$ cat src/rtl/axis_packet_summarizer_pkg.sv
// Shared types and constants for the AXI-Stream packet summarizer.
package axis_packet_summarizer_pkg;

  typedef enum logic [1:0] {
    ACCUM     = 2'd0,
    SEND_SUM  = 2'd1,
    SEND_INFO = 2'd2
  } state_t;

  // Flag positions in the info word, counted down from the MSB
  localparam int SEQ_ERR_BIT  = 0;
  localparam int STRB_ERR_BIT = 1;
  localparam int LEN_ERR_BIT  = 2;

endpackage

$ cat src/rtl/axis_packet_summarizer_packet_accumulator.sv
// Per-packet sum, beat count, sequence and strobe checks; cleared once the summary is sent.
module packet_accumulator #(
  parameter int DATA_WIDTH = 32,
  parameter int CNT_WIDTH  = 16,
  parameter int MAX_BEATS  = 64
) (
  input  logic                    clk,
  input  logic                    rst,
  input  logic                    clr,
  input  logic                    en,
  input  logic [DATA_WIDTH-1:0]   tdata,
  input  logic [DATA_WIDTH/8-1:0] tstrb,
  output logic [DATA_WIDTH-1:0]   sum,
  output logic [CNT_WIDTH-1:0]    count,
  output logic                    seq_err,
  output logic                    strb_err,
  output logic                    len_err
);

  localparam logic [CNT_WIDTH-1:0] MAX_CNT = CNT_WIDTH'(MAX_BEATS);

  logic [DATA_WIDTH-1:0] expected;

  always_ff @(posedge clk) begin
    if (rst || clr) begin
      sum      <= '0;
      count    <= '0;
      expected <= '0;
      seq_err  <= 1'b0;
      strb_err <= 1'b0;
    end else if (en) begin
      sum      <= sum + tdata;
      if (count != '1) count <= count + CNT_WIDTH'(1);
      // Wrap of expected is intentional: all-ones followed by zero is a legal sequence
      expected <= tdata + DATA_WIDTH'(1);
      if (count != '0 && tdata != expected) seq_err <= 1'b1;
      if (tstrb != '1) strb_err <= 1'b1;
    end
  end

  assign len_err = count > MAX_CNT;

endmodule

$ cat src/rtl/axis_packet_summarizer.sv
// End-of-chain checker: folds each input packet into a 2-beat summary (sum, flags+count).
module axis_packet_summarizer
  import axis_packet_summarizer_pkg::*;
#(
  parameter int DATA_WIDTH = 32,
  parameter int CNT_WIDTH  = 16,
  parameter int MAX_BEATS  = 64
) (
  input  logic                    s04_axis_aclk,
  input  logic                    s04_axis_areset,
  input  logic [DATA_WIDTH-1:0]   s04_axis_tdata,
  input  logic [DATA_WIDTH/8-1:0] s04_axis_tstrb,
  input  logic                    s04_axis_tvalid,
  input  logic                    s04_axis_tlast,
  output logic                    s04_axis_tready,
  output logic [DATA_WIDTH-1:0]   m04_axis_tdata,
  output logic [DATA_WIDTH/8-1:0] m04_axis_tstrb,
  output logic                    m04_axis_tvalid,
  output logic                    m04_axis_tlast,
  input  logic                    m04_axis_tready,
  output logic                    pkt_done,
  output logic [CNT_WIDTH-1:0]    err_pkt_count
);

  state_t state, state_nxt;

  logic [DATA_WIDTH-1:0] sum;
  logic [CNT_WIDTH-1:0]  count;
  logic                  seq_err, strb_err, len_err;
  logic                  s_hs, info_done;
  logic [DATA_WIDTH-1:0] info;

  assign s04_axis_tready = (state == ACCUM) && !s04_axis_areset;
  assign s_hs            = s04_axis_tvalid && s04_axis_tready;
  assign info_done       = (state == SEND_INFO) && m04_axis_tready;

  packet_accumulator #(
    .DATA_WIDTH(DATA_WIDTH),
    .CNT_WIDTH (CNT_WIDTH),
    .MAX_BEATS (MAX_BEATS)
  ) u_acc (
    .clk     (s04_axis_aclk),
    .rst     (s04_axis_areset),
    .clr     (info_done),
    .en      (s_hs),
    .tdata   (s04_axis_tdata),
    .tstrb   (s04_axis_tstrb),
    .sum     (sum),
    .count   (count),
    .seq_err (seq_err),
    .strb_err(strb_err),
    .len_err (len_err)
  );

  always_comb begin
    info                              = '0;
    info[CNT_WIDTH-1:0]               = count;
    info[DATA_WIDTH-1-SEQ_ERR_BIT]    = seq_err;
    info[DATA_WIDTH-1-STRB_ERR_BIT]   = strb_err;
    info[DATA_WIDTH-1-LEN_ERR_BIT]    = len_err;
  end

  always_ff @(posedge s04_axis_aclk) begin
    if (s04_axis_areset) state <= ACCUM;
    else                 state <= state_nxt;
  end

  // Output beats come straight from registered state, so they hold while stalled
  always_comb begin
    state_nxt       = state;
    m04_axis_tvalid = 1'b0;
    m04_axis_tlast  = 1'b0;
    m04_axis_tdata  = '0;
    case (state)
      ACCUM: if (s_hs && s04_axis_tlast) state_nxt = SEND_SUM;
      SEND_SUM: begin
        m04_axis_tvalid = 1'b1;
        m04_axis_tdata  = sum;
        if (m04_axis_tready) state_nxt = SEND_INFO;
      end
      SEND_INFO: begin
        m04_axis_tvalid = 1'b1;
        m04_axis_tlast  = 1'b1;
        m04_axis_tdata  = info;
        if (m04_axis_tready) state_nxt = ACCUM;
      end
      default: state_nxt = ACCUM;
    endcase
  end

  assign m04_axis_tstrb = {(DATA_WIDTH/8){m04_axis_tvalid}};

  always_ff @(posedge s04_axis_aclk) begin
    if (s04_axis_areset) begin
      pkt_done      <= 1'b0;
      err_pkt_count <= '0;
    end else begin
      pkt_done <= info_done;
      if (info_done && (seq_err || strb_err || len_err) && err_pkt_count != '1)
        err_pkt_count <= err_pkt_count + CNT_WIDTH'(1);
    end
  end

endmodule

$ cat config.mk
export PLATFORM = sky130hd
export DESIGN_NAME = axis_packet_summarizer
export DESIGN_NICKNAME = d
export VERILOG_FILES = /design/src/rtl/axis_packet_summarizer_pkg.sv /design/src/rtl/axis_packet_summarizer_packet_accumulator.sv /design/src/rtl/axis_packet_summarizer.sv
export SDC_FILE = /design/constraint.sdc
export NUM_CORES = 1
export LEC_CHECK = 0
export CAP_MARGIN = 0
export CORE_ASPECT_RATIO = 0.7
export CORE_MARGIN = 2
export CORE_UTILIZATION = 40
export DETAILED_ROUTE_END_ITERATION = 10
export GPL_ROUTABILITY_DRIVEN = 0
export PLACE_DENSITY = 0.69
export SYNTH_ARGS = -nofsm -noshare
export SYNTH_HDL_FRONTEND = slang
export SYNTH_HIERARCHICAL = 1
export SYNTH_SLANG_ARGS = --single-unit
$ cat constraint.sdc
create_clock -name s04_axis_aclk -period 6.1 [get_ports s04_axis_aclk]
set_input_delay 1.22 -clock s04_axis_aclk [delete_from_list [all_inputs] [get_ports s04_axis_aclk]]
set_output_delay 1.22 -clock s04_axis_aclk [all_outputs]
set_load 0.05 [all_outputs]
==> flow_summary.rst, run 1 <==
.. list-table::
   :header-rows: 1

   * - Metric
     - Value
   * - Nets in the synthesized netlist
     - about 920
   * - Clock Path Buffers
     - 2
   * - Non-filler instance count after layout
     - around 1100
   * - Top cells by area in the synthesized netlist
     - sky130_fd_sc_hd__dfxtp_1, sky130_fd_sc_hd__ha_1, sky130_fd_sc_hd__xnor2_1
   * - Buffers & Inverters on Critical Path
     - 2
   * - Max-Slew Margin vs Limit
     - around 25%
   * - Total of flip-flops plus latches after synthesis
     - slightly above 100
   * - Remaining antenna violation count after routing
     - 0
   * - Initial core utilization
     - 40.6%
   * - Estimated wirelength of the detail-placed design
     - between 10 and 15 mm
   * - Core Box Area
     - 17000 um^2
   * - Biggest fanout along the worst timing path
     - 20
   * - Quantity of hold-fixing buffers added after cts
     - 0
   * - Layout Area Growth over Synthesis
     - 19.6%
   * - Clock network fraction of total power
     - 25.2%
   * - Number of H-tree branching levels
     - 3
   * - Leading register cell type out of synthesis
     - sky130_fd_sc_hd__dfxtp_1
   * - Row count
     - 40
   * - Length of the first detailed-routing pass in iterations
     - 5
   * - Max-cap violation count
     - 0
   * - Number of instances in the synthesized netlist
     - 839
   * - Count of unique library cells instantiated by Yosys
     - 69
   * - Net switching share of the total power
     - around 39%
   * - Count of buffers from port buffering
     - 96
   * - Startpoint kind of the worst setup timing path
     - flop
   * - Total clock sinks
     - 101
   * - Total clock buffers created by CTS
     - 9
   * - Commonest cells in the netlist
     - sky130_fd_sc_hd__dfxtp_1, sky130_fd_sc_hd__nor2_1, sky130_fd_sc_hd__xnor2_1
   * - Average via count per standard cell
     - 5.60
   * - DIE HEIGHT
     - 114 um
   * - Actual slew at the worst max-slew pin
     - 1100 ps
   * - Data required time of the worst path
     - 4880 ps
   * - Layout Skew
     - 9.84 ps
   * - DRC errors left
     - 0
   * - Seq pwr share
     - 35.6%
   * - Final period demand of the worst path
     - ~4600 ps
   * - Total via count after detailed routing
     - 6382
   * - Cell at the slowest stage of the critical path
     - sky130_fd_sc_hd__clkdlybuf4s50_1
   * - Worst supply voltage drop on vdd
     - 0.304 mV
   * - Setup repair after global routing missed its margin
     - no
   * - GRT Util Overall
     - 20.4%
   * - CP arrival
     - between 3000 and 4000 ps
   * - Hold path cells
     - 2
   * - Post-route design area
     - 8260 um^2
   * - CP cell instances
     - inv_1, ha_1, and2_1, a22o_1, clkdlybuf4s50_1
   * - Initial antenna violation count
     - 0
   * - Clock Latency Late Sink
     - 350 ps
   * - PostCTS Resize Cnt
     - 0
   * - Ratio of total power to cell area
     - 275 nW/um^2
   * - Mapped Avg Cell Area
     - 8.23 um^2
   * - # Post-CTS Setup Buffers
     - 0
   * - Leading cell type by number of instances after synthesis
     - sky130_fd_sc_hd__dfxtp_1
   * - Post-synthesis instance area
     - 6900 um^2
   * - Post-synth EDFFs
     - 0
   * - Crit Path Category
     - reg2out
   * - Power dissipated by switching net loads
     - a little under 900 uW
   * - Number of antenna repair diodes
     - 0
   * - Pin count of the biggest net entering global routing
     - 64
   * - Leakage
     - 3.02 nW
   * - Top Ports
     - between 90 and 100
   * - Power Total
     - between 2 and 2.5 mW
   * - Detailed-route wire length
     - 18.9 mm
   * - Tcrit/Tclk final
     - 74.7%
   * - Vias in the first global route
     - 5615
   * - Highest attainable clock frequency
     - 220 MHz
   * - Async set or reset register ratio after synthesis
     - 0%
   * - Synthesis Warnings
     - 6
   * - Final slew viol count
     - 0
   * - First-pass GRT wire length
     - 30.2 mm
   * - Final hold slack
     - a little under 500 ps
   * - Class of the tightest hold or removal check
     - reg2reg
   * - Proportion of layout cells with a drive suffix above 1
     - about 3.4%
   * - Dominant cell type by area after synthesis
     - sky130_fd_sc_hd__dfxtp_1
   * - Placed cell count
     - 1125
   * - Average routed wire per standard cell
     - 16.6 um
   * - Total cell area at the placement stage
     - 7980 um^2
   * - Total Negative Setup Slacks
     - 0 ps
   * - Register-to-Register Path Depth
     - 10
   * - Kind of end point of the critical path
     - primary output
   * - Cell Int Power
     - 1.40 mW
   * - Result of the run
     - completed
   * - Cell family with the largest share of critical-path delay
     - buffers and inverters
   * - Sum of overflow across all layers after global routing
     - 0
   * - Initial DRC count
     - 633
   * - Final setup violating endpoints
     - 0
   * - Root buffer cell
     - sky130_fd_sc_hd__clkbuf_16
   * - Part of the power in combinational logic
     - between 30% and 40%
   * - Number of hold violations in the final report
     - 0
   * - Area share of the largest cell type after synthesis
     - 29.3%
   * - Die outline width
     - 161 um
   * - Clock tree from TritonCTS
     - built
   * - Sequential element share of the synthesized area
     - between 20 and 30%
   * - Layout net count
     - just under 1000
   * - Clock-pin transition on the worst setup and hold timing paths
     - about 70 ps
   * - Die Footprint
     - 18300 um^2
   * - Depth of the critical timing path with buffers and inverters included
     - 5
   * - Max incr delay on CP
     - 830 ps
-- kinds of logic (layout without fill, tap and decap cells) --
family          count (synthesis)  in the layout  synth area share (%)
flops                         101            101                  29.3
xor+xnor                       97             97                  12.3
compound gates                201            201                  20.4
fa+ha+maj                      41             41                  7.54
buf+inv                        58            128                  3.75
mux                            24             24                  3.50
simple gates                  317            317                  23.3
-- final timing paths --
kind | startpoint | endpoint | slack (ps)
max | state[0] | m04_axis_tdata[8] | 1550
min | u_acc/sum[19] | u_acc/sum[19] | 500
max reg2reg | u_acc/sum[0] | u_acc/sum[28] | 3140
min reg2reg | u_acc/sum[19] | u_acc/sum[19] | 500
-- cell usage in the layout (no fill, tap or decap), types with 11 or more instances in the layout --
master / n
sky130_fd_sc_hd__dfxtp_1: 101
sky130_fd_sc_hd__nor2_1: 99
sky130_fd_sc_hd__clkdlybuf4s50_1: 96
sky130_fd_sc_hd__xnor2_1: 56
sky130_fd_sc_hd__nand2_1: 55
sky130_fd_sc_hd__a21oi_1: 53
sky130_fd_sc_hd__xor2_1: 41
sky130_fd_sc_hd__ha_1: 40
sky130_fd_sc_hd__a211oi_1: 36
sky130_fd_sc_hd__nand4_1: 35
sky130_fd_sc_hd__and3_1: 27
sky130_fd_sc_hd__nand3_1: 26
sky130_fd_sc_hd__mux2i_1: 23
sky130_fd_sc_hd__o21ai_0: 23
sky130_fd_sc_hd__a22o_1: 19
sky130_fd_sc_hd__inv_1: 13
sky130_fd_sc_hd__nor3_1: 13
sky130_fd_sc_hd__a21o_1: 13
sky130_fd_sc_hd__or3_1: 11
-- per-stage QoR --
step	setup WS (ps)	utilization, %
floorplan	2520	-
finish	1550	48.5
CTS	1600	48.5
detailed placement	1730	46.9
global route	1380	48.5
global placement	1790	46.9
-- cell type report --
type,instances,area (um^2)
Inverter,13,48.8
Clock buffer,11,233
Multi-Input combinational cell,680,4620
Clock inverter,4,50.0
Fill cell,1680,8760
Tap cell,231,289
Timing Repair Buffer,100,991
Sequential cell,101,2020
-- worst register-to-register path: cells and delay by family (launching register included) --
| family | cells | cell delay [ps] |
|---|---|---|
| xor gates and xnor gates | 1 | 160 |
| adders and majority gates | 2 | 650 |
| DFF | 1 | 330 |
| AOI/OAI and AO/OA | 7 | 1700 |
-- power by group through the flow --
stage / clock network [mW] / registers [mW] / logic (mW)
global route: 0.614 / 0.817 / 0.972
detailed placement: 0 / 0.822 / 0.878
CTS: 0.583 / 0.807 / 0.882
global placement: 0 / 0.819 / 0.872
floorplan: 0 / 0.802 / 0.684
finish: 0.572 / 0.807 / 0.891
-- routing by layer --
metal,vias to the layer above,track usage (%),wire length (um)
li1,3210,-,-
met1,2960,31.3,9920
met2,197,28.8,7570
met3,15,5.05,1240
met4,0,3.69,173
met5,-,0,0
-- state kept, by name, indices dropped and copies added, names as in the netlist --
name,count
pkt_done,1
u_acc/expected,32
state,2
u_acc/sum,32
u_acc/strb_err,1
u_acc/seq_err,1
u_acc/count,16
err_pkt_count,16
No activity file was read; power rests on OpenSTA's default activity.
==> run 2: changes to the inputs <==
PLACE_DENSITY = 0.71   (was 0.69)
clock period = 3.9 ns   (was 6.1 ns; I/O delays follow)
==> run 2 against run 1 <==
  * Clock skew is 2.0 ps higher
  * Setup slack worse by 1100 ps
  * Critical path depth stayed put
  * Largest power group unchanged
  * Via count is 2.3% higher
  * Hold slack better by 1.4 ps
  * Cell area is 0.76% higher
==> flow_summary.rst, run 2 (synthesis gave the netlist of run 1 again) <==
.. list-table::
   :header-rows: 1

   * - Metric
     - Value
   * - Result of the run
     - completed (unchanged)
   * - Power dissipated by switching net loads
     - 1.42 mW (was 875 uW)
   * - Actual slew at the worst max-slew pin
     - 1100 ps (about the same)
   * - Register-to-Register Path Depth
     - 10 (unchanged)
   * - Biggest fanout along the worst timing path
     - 20 (unchanged)
   * - Detailed-route wire length
     - 19.4 mm (was 18.9 mm)
   * - Commonest cells after routing, fill and taps aside
     - sky130_fd_sc_hd__dfxtp_1, sky130_fd_sc_hd__nor2_1, sky130_fd_sc_hd__clkdlybuf4s50_1, sky130_fd_sc_hd__xnor2_1, sky130_fd_sc_hd__nand2_1 (unchanged)
   * - Hold path cells
     - 2 (unchanged)
   * - CP arrival
     - 2700 ps (was 3330 ps)
   * - Average via count per standard cell
     - 5.66 (was 5.60)
   * - Part of the power in combinational logic
     - 40.1% (was 39.3%)
   * - # Post-CTS Setup Buffers
     - 0 (unchanged)
   * - Max-Slew Margin vs Limit
     - 25.8% (was 25.2%)
   * - Initial DRC count
     - 585 (was 633)
   * - Sum of overflow across all layers after global routing
     - 0 (unchanged)
   * - Cell Int Power
     - 2.17 mW (was 1.40 mW)
   * - Pin count of the biggest net entering global routing
     - 54 (was 64)
   * - Layout net count
     - 1000 (was 987)
   * - Setup repair after global routing missed its margin
     - no (unchanged)
   * - GRT Util Overall
     - 21.1% (was 20.4%)
   * - Final hold slack
     - 497 ps (was 496 ps)
   * - Average routed wire per standard cell
     - 16.8 um (was 16.6 um)
   * - Length of the first detailed-routing pass in iterations
     - 5 (unchanged)
   * - DIE HEIGHT
     - 114 um (unchanged)
   * - Leading cell type in the layout, fill and taps excluded
     - sky130_fd_sc_hd__dfxtp_1 (unchanged)
   * - Total via count after detailed routing
     - 6530 (was 6382)
   * - DRC errors left
     - 0 (unchanged)
   * - Vias in the first global route
     - 5862 (was 5615)
   * - Number of H-tree branching levels
     - 3 (unchanged)
   * - Crit Path Category
     - reg2out (unchanged)
   * - PostCTS Resize Cnt
     - 0 (unchanged)
   * - Highest attainable clock frequency
     - 287 MHz
   * - Number of antenna repair diodes
     - 0 (unchanged)
   * - Clock Latency Late Sink
     - 350 ps (about the same)
   * - Initial core utilization
     - 40.6% (unchanged)
   * - Total clock buffers created by CTS
     - 9 (unchanged)
   * - Core Box Area
     - 17000 um^2 (unchanged)
   * - Final setup violating endpoints
     - 0 (unchanged)
   * - Final slew viol count
     - 0 (unchanged)
   * - Layout Skew
     - 11.8 ps (was 9.84 ps)
   * - Remaining antenna violation count after routing
     - 0 (unchanged)
   * - Root buffer cell
     - sky130_fd_sc_hd__clkbuf_16 (unchanged)
   * - Kind of end point of the critical path
     - primary output (unchanged)
   * - Quantity of hold-fixing buffers added after cts
     - 0 (unchanged)
   * - Final period demand of the worst path
     - 3480 ps
   * - Max-cap violation count
     - 0 (unchanged)
   * - Net switching share of the total power
     - 39.6% (was 38.5%)
   * - Clock-pin transition on the worst setup and hold timing paths
     - 70 ps (about the same)
   * - Number of hold violations in the final report
     - 0 (unchanged)
   * - Count of buffers from port buffering
     - 96 (unchanged)
   * - Layout Area Growth over Synthesis
     - 20.5% (was 19.6%)
   * - Tcrit/Tclk final
     - 89.2%
   * - Initial antenna violation count
     - 0 (unchanged)
   * - Startpoint kind of the worst setup timing path
     - flop (unchanged)
   * - Die Footprint
     - 18300 um^2 (unchanged)
   * - Estimated wirelength of the detail-placed design
     - 14.6 mm (was 14.1 mm)
   * - Worst setup slack after layout
     - 421 ps (was 1550 ps)
   * - Top Registers
     - u_acc/expected (32), u_acc/sum (32) (unchanged)
   * - Row count
     - 40 (unchanged)
   * - Leakage
     - 3.13 nW (was 3.02 nW)
   * - Clock Path Buffers
     - 2 (unchanged)
   * - Post-placement setup slack
     - 192 ps (was 1730 ps)
   * - Class of the tightest hold or removal check
     - reg2reg (unchanged)
   * - Seq pwr share
     - 35.2% (was 35.6%)
   * - Data required time of the worst path
     - 3120 ps (was 4880 ps)
   * - Clock tree from TritonCTS
     - built (unchanged)
   * - Clock network fraction of total power
     - 24.7% (was 25.2%)
   * - Worst supply voltage drop on vdd
     - 0.343 mV (was 0.304 mV)
   * - First-pass GRT wire length
     - 30.9 mm (was 30.2 mm)
   * - Proportion of layout cells with a drive suffix above 1
     - 7.15% (was 3.41%)
   * - Total clock sinks
     - 101 (unchanged)
   * - Die outline width
     - 161 um (unchanged)
   * - Top Ports
     - 97 (unchanged)
   * - Ratio of total power to cell area
     - 432 nW/um^2 (was 275 nW/um^2)
   * - Total Negative Setup Slacks
     - 0 ps (unchanged)
## run 2: cell types whose count changed in the layout (fill, tap and decap cells not counted)
cell                              change
sky130_fd_sc_hd__clkbuf_8             +1
sky130_fd_sc_hd__clkinv_2             -1
sky130_fd_sc_hd__buf_12               +1
sky130_fd_sc_hd__buf_4               +32
sky130_fd_sc_hd__clkinv_4             +1
sky130_fd_sc_hd__clkinvlp_4           -1
sky130_fd_sc_hd__inv_6                +3
sky130_fd_sc_hd__clkdlybuf4s50_1     -20
sky130_fd_sc_hd__clkbuf_1             -1
sky130_fd_sc_hd__bufinv_16            -1
## run 2: cell type report
type / count / area [um^2]
clock buffers: 11 / 243
clock inverters: 5 / 42.5
fillers: 1674 / 8700
inverters: 13 / 48.8
multi-input cells: 680 / 4620
flip-flops and latches: 101 / 2020
well taps: 231 / 289
repair buffers: 113 / 1050
## run 2: worst paths after layout
kind                                         from                 to  slack, ps
worst max-delay path                     state[0]  m04_axis_tdata[7]        420
worst min-delay path            u_acc/expected[0]  u_acc/expected[0]        500
worst max register to register       u_acc/sum[0]      u_acc/sum[30]       1010
worst min register to register  u_acc/expected[0]  u_acc/expected[0]        500
## run 2: power by group through the flow
stage	logic, mW	clock network (mW)	registers [mW]
global route	1.56	0.944	1.28
global placement	1.39	0	1.28
CTS	1.42	0.906	1.26
detailed placement	1.41	0	1.29
finish	1.44	0.889	1.26
floorplan	1.07	0	1.26
## run 2: through the flow
step           std cells  cell area (um^2)  utilization (%)  total power [mW]
6_report            1154              8320             48.9              3.59
5_1_grt             1154              8320             48.9              3.78
4_1_cts             1154              8320             48.9              3.59
3_5_place_dp        1138              8040             47.2              2.70
3_3_place_gp        1138              8040             47.2              2.68
2_1_floorplan        839              6900                -              2.32
## run 2: critical path, cell delays in order (launching register included)
cell and delay (ps):
sky130_fd_sc_hd__dfxtp_1 380, sky130_fd_sc_hd__inv_1 90, sky130_fd_sc_hd__ha_1 660, sky130_fd_sc_hd__and2_1 690, sky130_fd_sc_hd__a22o_1 300, sky130_fd_sc_hd__buf_4 220
## run 2: routing by layer
layer / part of all wire (%) / wire length (um) / GRT usage, % / vias up
met3: 6.9 / 1350 / 3.75 / 18
met4: 1.1 / 215 / 4.05 / 0
li1: - / - / - / 3236
met5: 0 / 0 / 0 / -
met1: 51 / 9870 / 32.3 / 3052
met2: 41 / 8000 / 30.7 / 224
==> run 3: changes to the inputs <==
HOLD_SLACK_MARGIN = 0.06   (was unset)
==> results of run 3 <==
The final DEF is identical to that of run 2; final timing and power are the same.
